$ cat src/rtl/alu_pkg.sv
`default_nettype none
// ============================================================================
//  Module      : alu_pkg
//  Description : Shared ALU definitions for the 5-stage core: ALUOp codes,
//                4-bit ALU control codes and the multi-cycle multiply
//                sequencer state encoding.
//  Revision    : 1.0 - initial release
// ============================================================================
package alu_pkg;

    // ALUOp codes produced by the main decoder
    localparam logic [1:0] c_ALUOP_ADD   = 2'b00;
    localparam logic [1:0] c_ALUOP_SUB   = 2'b01;
    localparam logic [1:0] c_ALUOP_RTYPE = 2'b10;

    // ALU control codes produced by the ALU decoder
    localparam logic [3:0] c_ALU_AND  = 4'd0;
    localparam logic [3:0] c_ALU_OR   = 4'd1;
    localparam logic [3:0] c_ALU_ADD  = 4'd2;
    localparam logic [3:0] c_ALU_SLL  = 4'd3;
    localparam logic [3:0] c_ALU_SRL  = 4'd4;
    localparam logic [3:0] c_ALU_SUB  = 4'd6;
    localparam logic [3:0] c_ALU_SLT  = 4'd7;
    localparam logic [3:0] c_ALU_MULT = 4'd8;

    // Multiply sequencer states
    typedef enum logic [1:0] {
        S_IDLE = 2'd0,
        S_BUSY = 2'd1,
        S_DONE = 2'd2
    } mult_state_t;

endpackage : alu_pkg
`default_nettype wire

$ cat src/rtl/mult_datapath.sv
`default_nettype none
// ============================================================================
//  Module      : mult_datapath
//  Description : Shift-add multiplier registers. One partial-product step per
//                cycle while step is high; load seeds a new multiply.
//  Ports       : clk, rst        - clock, synchronous active-high reset
//                load            - latch operands, clear acc and counter
//                step            - perform one shift-add iteration
//                operand_a/b     - multiplicand / multiplier to latch
//                last            - current step is the final one
//                acc_next        - accumulator value after this step
//  Revision    : 1.0 - initial release
// ============================================================================
module mult_datapath
    import alu_pkg::*;
#(
    parameter int DATA_W = 32
) (
    input  logic              clk,
    input  logic              rst,
    input  logic              load,
    input  logic              step,
    input  logic [DATA_W-1:0] operand_a,
    input  logic [DATA_W-1:0] operand_b,
    output logic              last,
    output logic [DATA_W-1:0] acc_next
);

    localparam int CNT_W = (DATA_W > 1) ? $clog2(DATA_W) : 1;

    logic [DATA_W-1:0] mcand_q, mplier_q, acc_q;
    logic [CNT_W-1:0]  cnt_q;

    // Accumulate the shifted multiplicand when the current multiplier LSB is set;
    // the sum wraps so only the low DATA_W product bits survive.
    always_comb begin
        acc_next = mplier_q[0] ? (acc_q + mcand_q) : acc_q;
        last     = (cnt_q == CNT_W'(DATA_W - 1));
    end

    always_ff @(posedge clk) begin
        if (rst) begin
            mcand_q  <= '0;
            mplier_q <= '0;
            acc_q    <= '0;
            cnt_q    <= '0;
        end else if (load) begin
            mcand_q  <= operand_a;
            mplier_q <= operand_b;
            acc_q    <= '0;
            cnt_q    <= '0;
        end else if (step) begin
            mcand_q  <= mcand_q << 1;
            mplier_q <= mplier_q >> 1;
            acc_q    <= acc_next;
            cnt_q    <= cnt_q + 1'b1;
        end
    end

endmodule : mult_datapath
`default_nettype wire

$ cat src/rtl/mult_sequencer.sv
`default_nettype none
// ============================================================================
//  Module      : mult_sequencer
//  Description : Execute-stage MULT controller. Accepts a MULT issue, holds
//                the pipeline while the shift-add datapath iterates DATA_W
//                times, then presents the low product word for one cycle.
//  Ports       : clk, rst        - clock, synchronous active-high reset
//                start           - EX stage holds a valid instruction
//                alu_ctrl        - ALU control code of the EX instruction
//                operand_a/b     - rs1 / rs2 values
//                flush           - kill of the EX instruction
//                stall           - freeze IF/ID/EX registers (combinational)
//                result          - product[DATA_W-1:0], registered
//                result_valid    - result qualifies this cycle
//  Revision    : 1.0 - initial release
// ============================================================================
module mult_sequencer
    import alu_pkg::*;
#(
    parameter int         DATA_W    = 32,
    parameter logic [3:0] MULT_CODE = c_ALU_MULT
) (
    input  logic              clk,
    input  logic              rst,
    input  logic              start,
    input  logic [3:0]        alu_ctrl,
    input  logic [DATA_W-1:0] operand_a,
    input  logic [DATA_W-1:0] operand_b,
    input  logic              flush,
    output logic              stall,
    output logic [DATA_W-1:0] result,
    output logic              result_valid
);

    mult_state_t       state_q;
    logic [DATA_W-1:0] result_q;
    logic              valid_q;

    logic              w_accept_cond;
    logic              w_load;
    logic              w_step;
    logic              w_last;
    logic [DATA_W-1:0] w_acc_next;

    always_comb begin
        w_accept_cond = start && (alu_ctrl == MULT_CODE) && !flush;
        w_load        = !rst && (state_q == S_IDLE) && w_accept_cond;
        w_step        = !rst && !flush && (state_q == S_BUSY);
        // Combinational so the issuing cycle itself is already held.
        stall         = !rst && !flush &&
                        (((state_q == S_IDLE) && w_accept_cond) || (state_q == S_BUSY));
    end

    mult_datapath #(
        .DATA_W (DATA_W)
    ) u_datapath (
        .clk       (clk),
        .rst       (rst),
        .load      (w_load),
        .step      (w_step),
        .operand_a (operand_a),
        .operand_b (operand_b),
        .last      (w_last),
        .acc_next  (w_acc_next)
    );

    always_ff @(posedge clk) begin
        if (rst) begin
            state_q  <= S_IDLE;
            result_q <= '0;
            valid_q  <= 1'b0;
        end else if (flush) begin
            // result is deliberately left alone so a killed op never disturbs it.
            state_q <= S_IDLE;
            valid_q <= 1'b0;
        end else begin
            case (state_q)
                S_IDLE: begin
                    valid_q <= 1'b0;
                    if (w_accept_cond) begin
                        state_q <= S_BUSY;
                    end
                end
                S_BUSY: begin
                    valid_q <= 1'b0;
                    if (w_last) begin
                        state_q  <= S_DONE;
                        result_q <= w_acc_next;
                        valid_q  <= 1'b1;
                    end
                end
                S_DONE: begin
                    // start is still high for the same instruction; do not re-accept.
                    state_q <= S_IDLE;
                    valid_q <= 1'b0;
                end
                default: begin
                    state_q <= S_IDLE;
                    valid_q <= 1'b0;
                end
            endcase
        end
    end

    // A same-cycle flush or reset must suppress the DONE pulse.
    always_comb begin
        result       = result_q;
        result_valid = valid_q && !flush && !rst;
    end

endmodule : mult_sequencer
`default_nettype wire

$ cat config.mk
export PLATFORM = sky130hd
export DESIGN_NAME = mult_sequencer
export DESIGN_NICKNAME = d
export VERILOG_FILES = /design/src/rtl/alu_pkg.sv /design/src/rtl/mult_datapath.sv /design/src/rtl/mult_sequencer.sv
export SDC_FILE = /design/constraint.sdc
export NUM_CORES = 1
export LEC_CHECK = 0
export ABC_CLOCK_PERIOD_IN_PS = 3000
export BUFFER_PORTS_ARGS = -buffer_cell sky130_fd_sc_hd__buf_2
export CORE_MARGIN = 2
export CORE_UTILIZATION = 55
export DETAILED_ROUTE_END_ITERATION = 6
export GPL_TIMING_DRIVEN = 0
export PLACE_DENSITY_LB_ADDON = 0.25
export SYNTH_ARGS = -nofsm -noshare
export SYNTH_HDL_FRONTEND = slang
export SYNTH_SLANG_ARGS = --single-unit
$ cat constraint.sdc
create_clock -name clk -period 3 [get_ports clk]
set_input_delay 0.6 -clock clk [delete_from_list [all_inputs] [get_ports clk]]
set_output_delay 0.6 -clock clk [all_outputs]
set_load 0.05 [all_outputs]
Yosys cells after proc, flatten, opt, wreduce, memory -nomap -nowiden
Index checks and enable logic that the tools add are counted.
{ "word_totals": {"ff_bits": 136, "latchBits": 0, "ram_bits": 0, "mem_bits_ro": 0, "inputBits": 72, "mem_count": 0} }
{ "op_classes": {"n_addsub": 2, "n_mul": 0, "div_mod_pow": 0, "order_cmp": 0, "n_eq_ne": 5, "shift": 0, "muxes": 9, "n_bitwise": 2, "n_reduce_logical": 20} }
{ "op_table": {"columns": ["cell", "count"], "rows": [
  ["$mux 32", 5],
  ["$add 32x32->32", 1],
  ["$logic_and 1x1->1", 10],
  ["$add 5x1->5 const B", 1],
  ["$eq 5x5->1 const B", 1],
  ["$eq 4x4->1 const B", 1],
  ["$mux 2", 2],
  ["$pmux 2 s2", 1],
  ["$reduce_or 2->1", 2],
  ["$reduce_and 3->1", 1],
  ["$reduce_or 3->1", 1],
  ["$eq 2x1->1 const B", 1],
  ["$logic_not 1->1", 2],
  ["$logic_not 2->1", 1],
  ["$ne 2x1->1 const B", 1],
  ["$ne 2x2->1 const B", 1],
  ["$not 1->1", 2],
  ["$reduce_and 2->1", 1],
  ["$reduce_bool 2->1", 1],
  ["$logic_or 1x1->1", 1],
  ["$mux 1", 1]
]} }

Logic depth before layout (Yosys ltp)
{ "depth": {"depth_word": 6, "depth_mapped": 11, "ltp_nobuf": 11} }

Hierarchy
Synthesis repeated with hierarchy kept, for this count alone.
{ "hier_totals": {"hier_cells": 945, "hier_area_um2": 7636.1} }
{ "modules_own_cells": {"columns": ["module", "n_inst", "cells_per_inst", "area_per_inst_um2"], "rows": [
  ["mult_datapath", 1, 788, 6366.1],
  ["mult_sequencer", 1, 157, 1270.0]
]} }

Worst setup path after synthesis
No wires, ideal clock.
{ "synth_path": {"path_kind": "in2out", "startpoint": "input port alu_ctrl[1]", "endpoint": "output port stall", "t_arrival_ns": 2.294, "required_ns": 2.400, "setup_slack_ns": 0.106, "path_stages": 4, "path_buffers": 1, "path_cell_list": "nor4b_1 -> nand4b_1 -> clkbuf_1 -> a21oi_1"} }
{ "synth_via": {"elab_chain_cells": 6} }
{ "synth_lines": {"columns": ["item", "line_no", "source"], "rows": [
  ["start, declared", "mult_sequencer.sv:26", "input logic [3:0] alu_ctrl,"],
  ["$eq 4x4->1", "mult_sequencer.sv:46", "w_accept_cond = start && (alu_ctrl == MULT_CODE) && !flush;"],
  ["$logic_and 1x1->1 (2 in series)", "mult_sequencer.sv:46", null],
  ["$logic_and 1x1->1", "mult_sequencer.sv:51", "(((state_q == S_IDLE) && w_accept_cond) || (state_q == S_BUSY));"],
  ["$logic_or 1x1->1", "mult_sequencer.sv:51", null],
  ["$logic_and 1x1->1", "mult_sequencer.sv:50", "stall = !rst && !flush &&"],
  ["end, declared", "mult_sequencer.sv:30", "output logic stall,"]
]} }
Every way passes these cells.

Worst setup path in the final report
{ "layout_path": {"startpoint": "register u_datapath.mcand_q[0]", "endpoint": "register result_q[28] (netlist: result[28])"} }
{ "layout_via": {"elab_chain_cells": 2} }
{ "layout_lines": {"columns": ["item", "line_no", "source"], "rows": [
  ["start, declared", "mult_datapath.sv:31", "logic [DATA_W-1:0] mcand_q, mplier_q, acc_q;"],
  ["start signal, assigned", "mult_datapath.sv:48", "mcand_q <= operand_a;"],
  ["start signal, assigned", "mult_datapath.sv:53", "mcand_q <= mcand_q << 1;"],
  ["$add 32x32->32", "mult_datapath.sv:37", "acc_next = mplier_q[0] ? (acc_q + mcand_q) : acc_q;"],
  ["$mux 32", "mult_datapath.sv:37", null],
  ["end signal, assigned", "mult_sequencer.sv:88", "result_q <= w_acc_next;"],
  ["end, declared", "mult_sequencer.sv:36", "logic [DATA_W-1:0] result_q;"]
]} }
Every way passes these cells.
A chain may end at the register's enable or synchronous reset.

==> summary.txt <==
Synth
  – Yosys top cell area share: 0.390
  – Post-synth EDFFs: 0
  – Synth area leaders: dfxtp_1 (39%), a21oi_1 (8.0%), nand2_1 (6.1%)
  – Most frequent cell after synthesis: dfxtp_1
  – Netlist cell types: 55
  – Main synth FF type: dfxtp_1
  – Synthesized cell area: 6980 µm²
  – Mapped Cells: 838
  – Cell taking the most area after synthesis: dfxtp_1
  – YS warnings: 0
  – Mean post-synth cell area: 8.33 µm²
  – Syn nets: 944
  – Synthesized flop and latch total: 136
  – Seq/Total Area, Yosys: 0.390
  – Top post-synthesis cells by count: dfxtp_1 (136), nand2_1 (114), a21oi_1 (112)
  – Async S/R FF share, synth: 0

STA
  – RSZ-0062 raised after global routing: true
  – Final period util: 0.970
  – Relative slew slack: 0.358
  – Crit path time final: 2.91 ns
  – Hold_ws: 0.411 ns
  – Final Hold Vio Count: 0
  – Fmax: 343 MHz
  – Final Slew Violations: 0
  – Max Clock Skew: 0.00940 ns
  – Worst-margin pin slew: 0.960 ns
  – Setup violators final: 0

Setup path
  – Critical Path RT: 3.35 ns
  – Arr. time, crit path: 3.26 ns
  – Crit path cell chain: ha_2 -> fa_2 -> a21o_1 -> a21oi_2 -> o21a_1 -> o31ai_4 -> buf_4 -> a221oi_4 -> o21ai_2 -> a41oi_2 -> xor2_1 -> a311oi_1
  – Crit path kind: reg2reg
  – Slowest cell on the critical path: fa_2
  – CP Max Fanout: 3
  – Max incr delay on CP: 0.35 ns
  – Worst Reg-to-Reg Cells: 12
  – Worst r2r src: u_datapath.mcand_q[0]
  – Startpoint Class: register
  – Critical path origin: u_datapath.mcand_q[0]
  – Critical Path Sink Type: register

Layout
  – Share of layout cells above drive strength 1: 0.163
  – Final net count: 1,069
  – Fill count: 1,104
  – Layout area overhead: 19.7%
  – Finished Cell Area: 8350 µm²
  – Ant. Diodes: 0

Die
  – Core area: 12,500 µm²
  – Starting Density: 0.558
  – Die Span X: 117 µm
  – Chip height: 117 µm
  – DIE AREA: 13,600 µm²
  – Row Count: 41
  – # IOs: 106

Clock tree
  – Reg clk slew, reported paths: 0.06 ns
  – Latest clock arrival within the worst-skew pair: 0.44 ns
  – H-Tree Depth: 4
  – Clock Path Buffers: 2
  – CTS sink cnt: 136
  – Clock Tree Root: clkbuf_16
  – CTS tree: built
  – Number of buffers created by CTS: 17

Pwr
  – Power per Cell Area: 481 nW/µm²
  – VDD IR max: 0.370 mV
  – Leak Pwr: 3.35 nW
  – Overall power: 4.01 mW

Routing
  – Detail Route Antenna Nets: 0
  – DR iter-0 viols: 599
  – WL final: 19.2 mm
  – Drc violations: 0
  – DR vias: 6,714
  – Via/cell ratio: 5.85
  – Avg WL per Cell: 16.8 µm
  – DRT Pass-1 Iters: 5

Global route
  – GRT Util Overall: 0.293
  – GRT overflow: 0
  – First-pass GRT wire length: 30.8 mm
  – Number of global-route vias before repair: 6,163
  – Pin count of the biggest net entering global routing: 17
  – Initial antenna violation count: 0

Worst hold path
  – Min-delay worst type: in2reg
  – Hold Crit Start: operand_a[0]
  – Worst Hold Depth: 3

Placed design
  – Port Buffer Count: 104
  – RePlAce Congestion: 0.907
  – DPL Wire Length: 13.5 mm
  – Post-DP Area: 7710 µm²

Run status
  – Status: complete, no violations

Flow run
  – MaxCap Viol Count: 0
-- layout by cell type, fill, tap and decap left out, types with 3 or more instances in the layout --
cell type	n
o31ai_1	5
clkinv_4	4
buf_4	3
xnor2_1	14
a21o_1	27
dfxtp_1	135
o21ai_0	7
and2_1	4
ha_1	31
clkbuf_16	17
nor2_1	79
nand2_1	114
nand4_1	8
buf_2	107
a21oi_1	111
and3_1	6
inv_1	6
o21ai_1	4
nand3_1	13
clkinvlp_4	4
nor3_1	6
o21bai_1	7
xor2_1	17
a22oi_1	55
o21a_1	4
mux2i_1	24
a21oi_2	3
clkbuf_1	58
a211oi_1	47
nor3b_1	3
a31oi_1	6
or3_1	5
-- where the power goes --
group,internal [mW],switching [mW]
clock network,1.23,0.835
registers,1.81,0.00567
logic,0.0523,0.0796
total,3.09,0.921
-- critical path: cells and delay by family (launching register included) --
kind / cells / cell delay, ns
xor+xnor: 1 / 0.10
fa+ha+maj: 2 / 0.54
buf+inv: 1 / 0.16
flops: 1 / 0.34
compound gates: 8 / 1.68
-- sequential cells by signal, indices dropped and copies added (netlist names) --
name                 count
valid_q                  1
u_datapath.mplier_q     32
result                  32
u_datapath.acc_q        32
state_q                  2
u_datapath.cnt_q         5
u_datapath.mcand_q      32
-- cell type report --
cell class | instances | area, µm² | share of cell area
inverters | 6 | 22.5 | 0.00270
multi-input cells | 634 | 4030 | 0.483
repair buffers | 107 | 543 | 0.0650
plain buffers | 61 | 233 | 0.0279
flip-flops and latches | 136 | 2720 | 0.326
clock buffers | 19 | 433 | 0.0518
well taps | 172 | 215 | 0.0258
clock inverters | 13 | 148 | 0.0177
-- per-stage QoR --
step	cells	setup TNS [ns]	setup WS (ns)	util
after CTS	1147	-0.00713	-0.00713	0.665
after global routing	1148	-0.0450	-0.0364	0.667
final	1148	0	0.0886	0.667
after floorplan	838	0	0.106	-
after global placement	1114	-2.46	-0.230	0.616
after detailed placement	1114	-1.96	-0.190	0.616
-- kinds of logic (layout without fill, tap and decap cells) --
group | Yosys count | in the layout | share of synthesized area
buffers and inverters | 68 | 206 | 0.0371
xor gates and xnor gates | 31 | 31 | 0.0389
and+or+nand+nor | 253 | 253 | 0.157
DFF | 136 | 136 | 0.390
muxes | 25 | 25 | 0.0360
AOI/OAI and AO/OA | 291 | 291 | 0.279
adders and majority gates | 34 | 34 | 0.0620
-- worst paths after layout --
path	endpoint	slack (ns)
setup / recovery	result[28]	0.09
hold / removal	u_datapath.mcand_q[0]	0.41
setup reg to reg	result[28]	0.09
hold reg to reg	u_datapath.mplier_q[11]	0.45
-- what timing repair did --
| action | CTS | global route |
|---|---|---|
| pin swaps | 3 | 3 |
| gates resized for setup | 2 | 8 |
| setup endpoints to repair | 6 | 22 |
| buffers inserted | 1 | 2 |
| hold buffers | 0 | 0 |
-- layer usage --
layer / wire length, µm / GRT usage / vias up
met5: 0 / 0 / -
met4: 390 / 0.113 / 0
met3: 1290 / 0.0638 / 32
met2: 8970 / 0.460 / 236
met1: 8590 / 0.397 / 3157
li1: - / - / 3289
No activity file was read; power rests on OpenSTA's default activity.
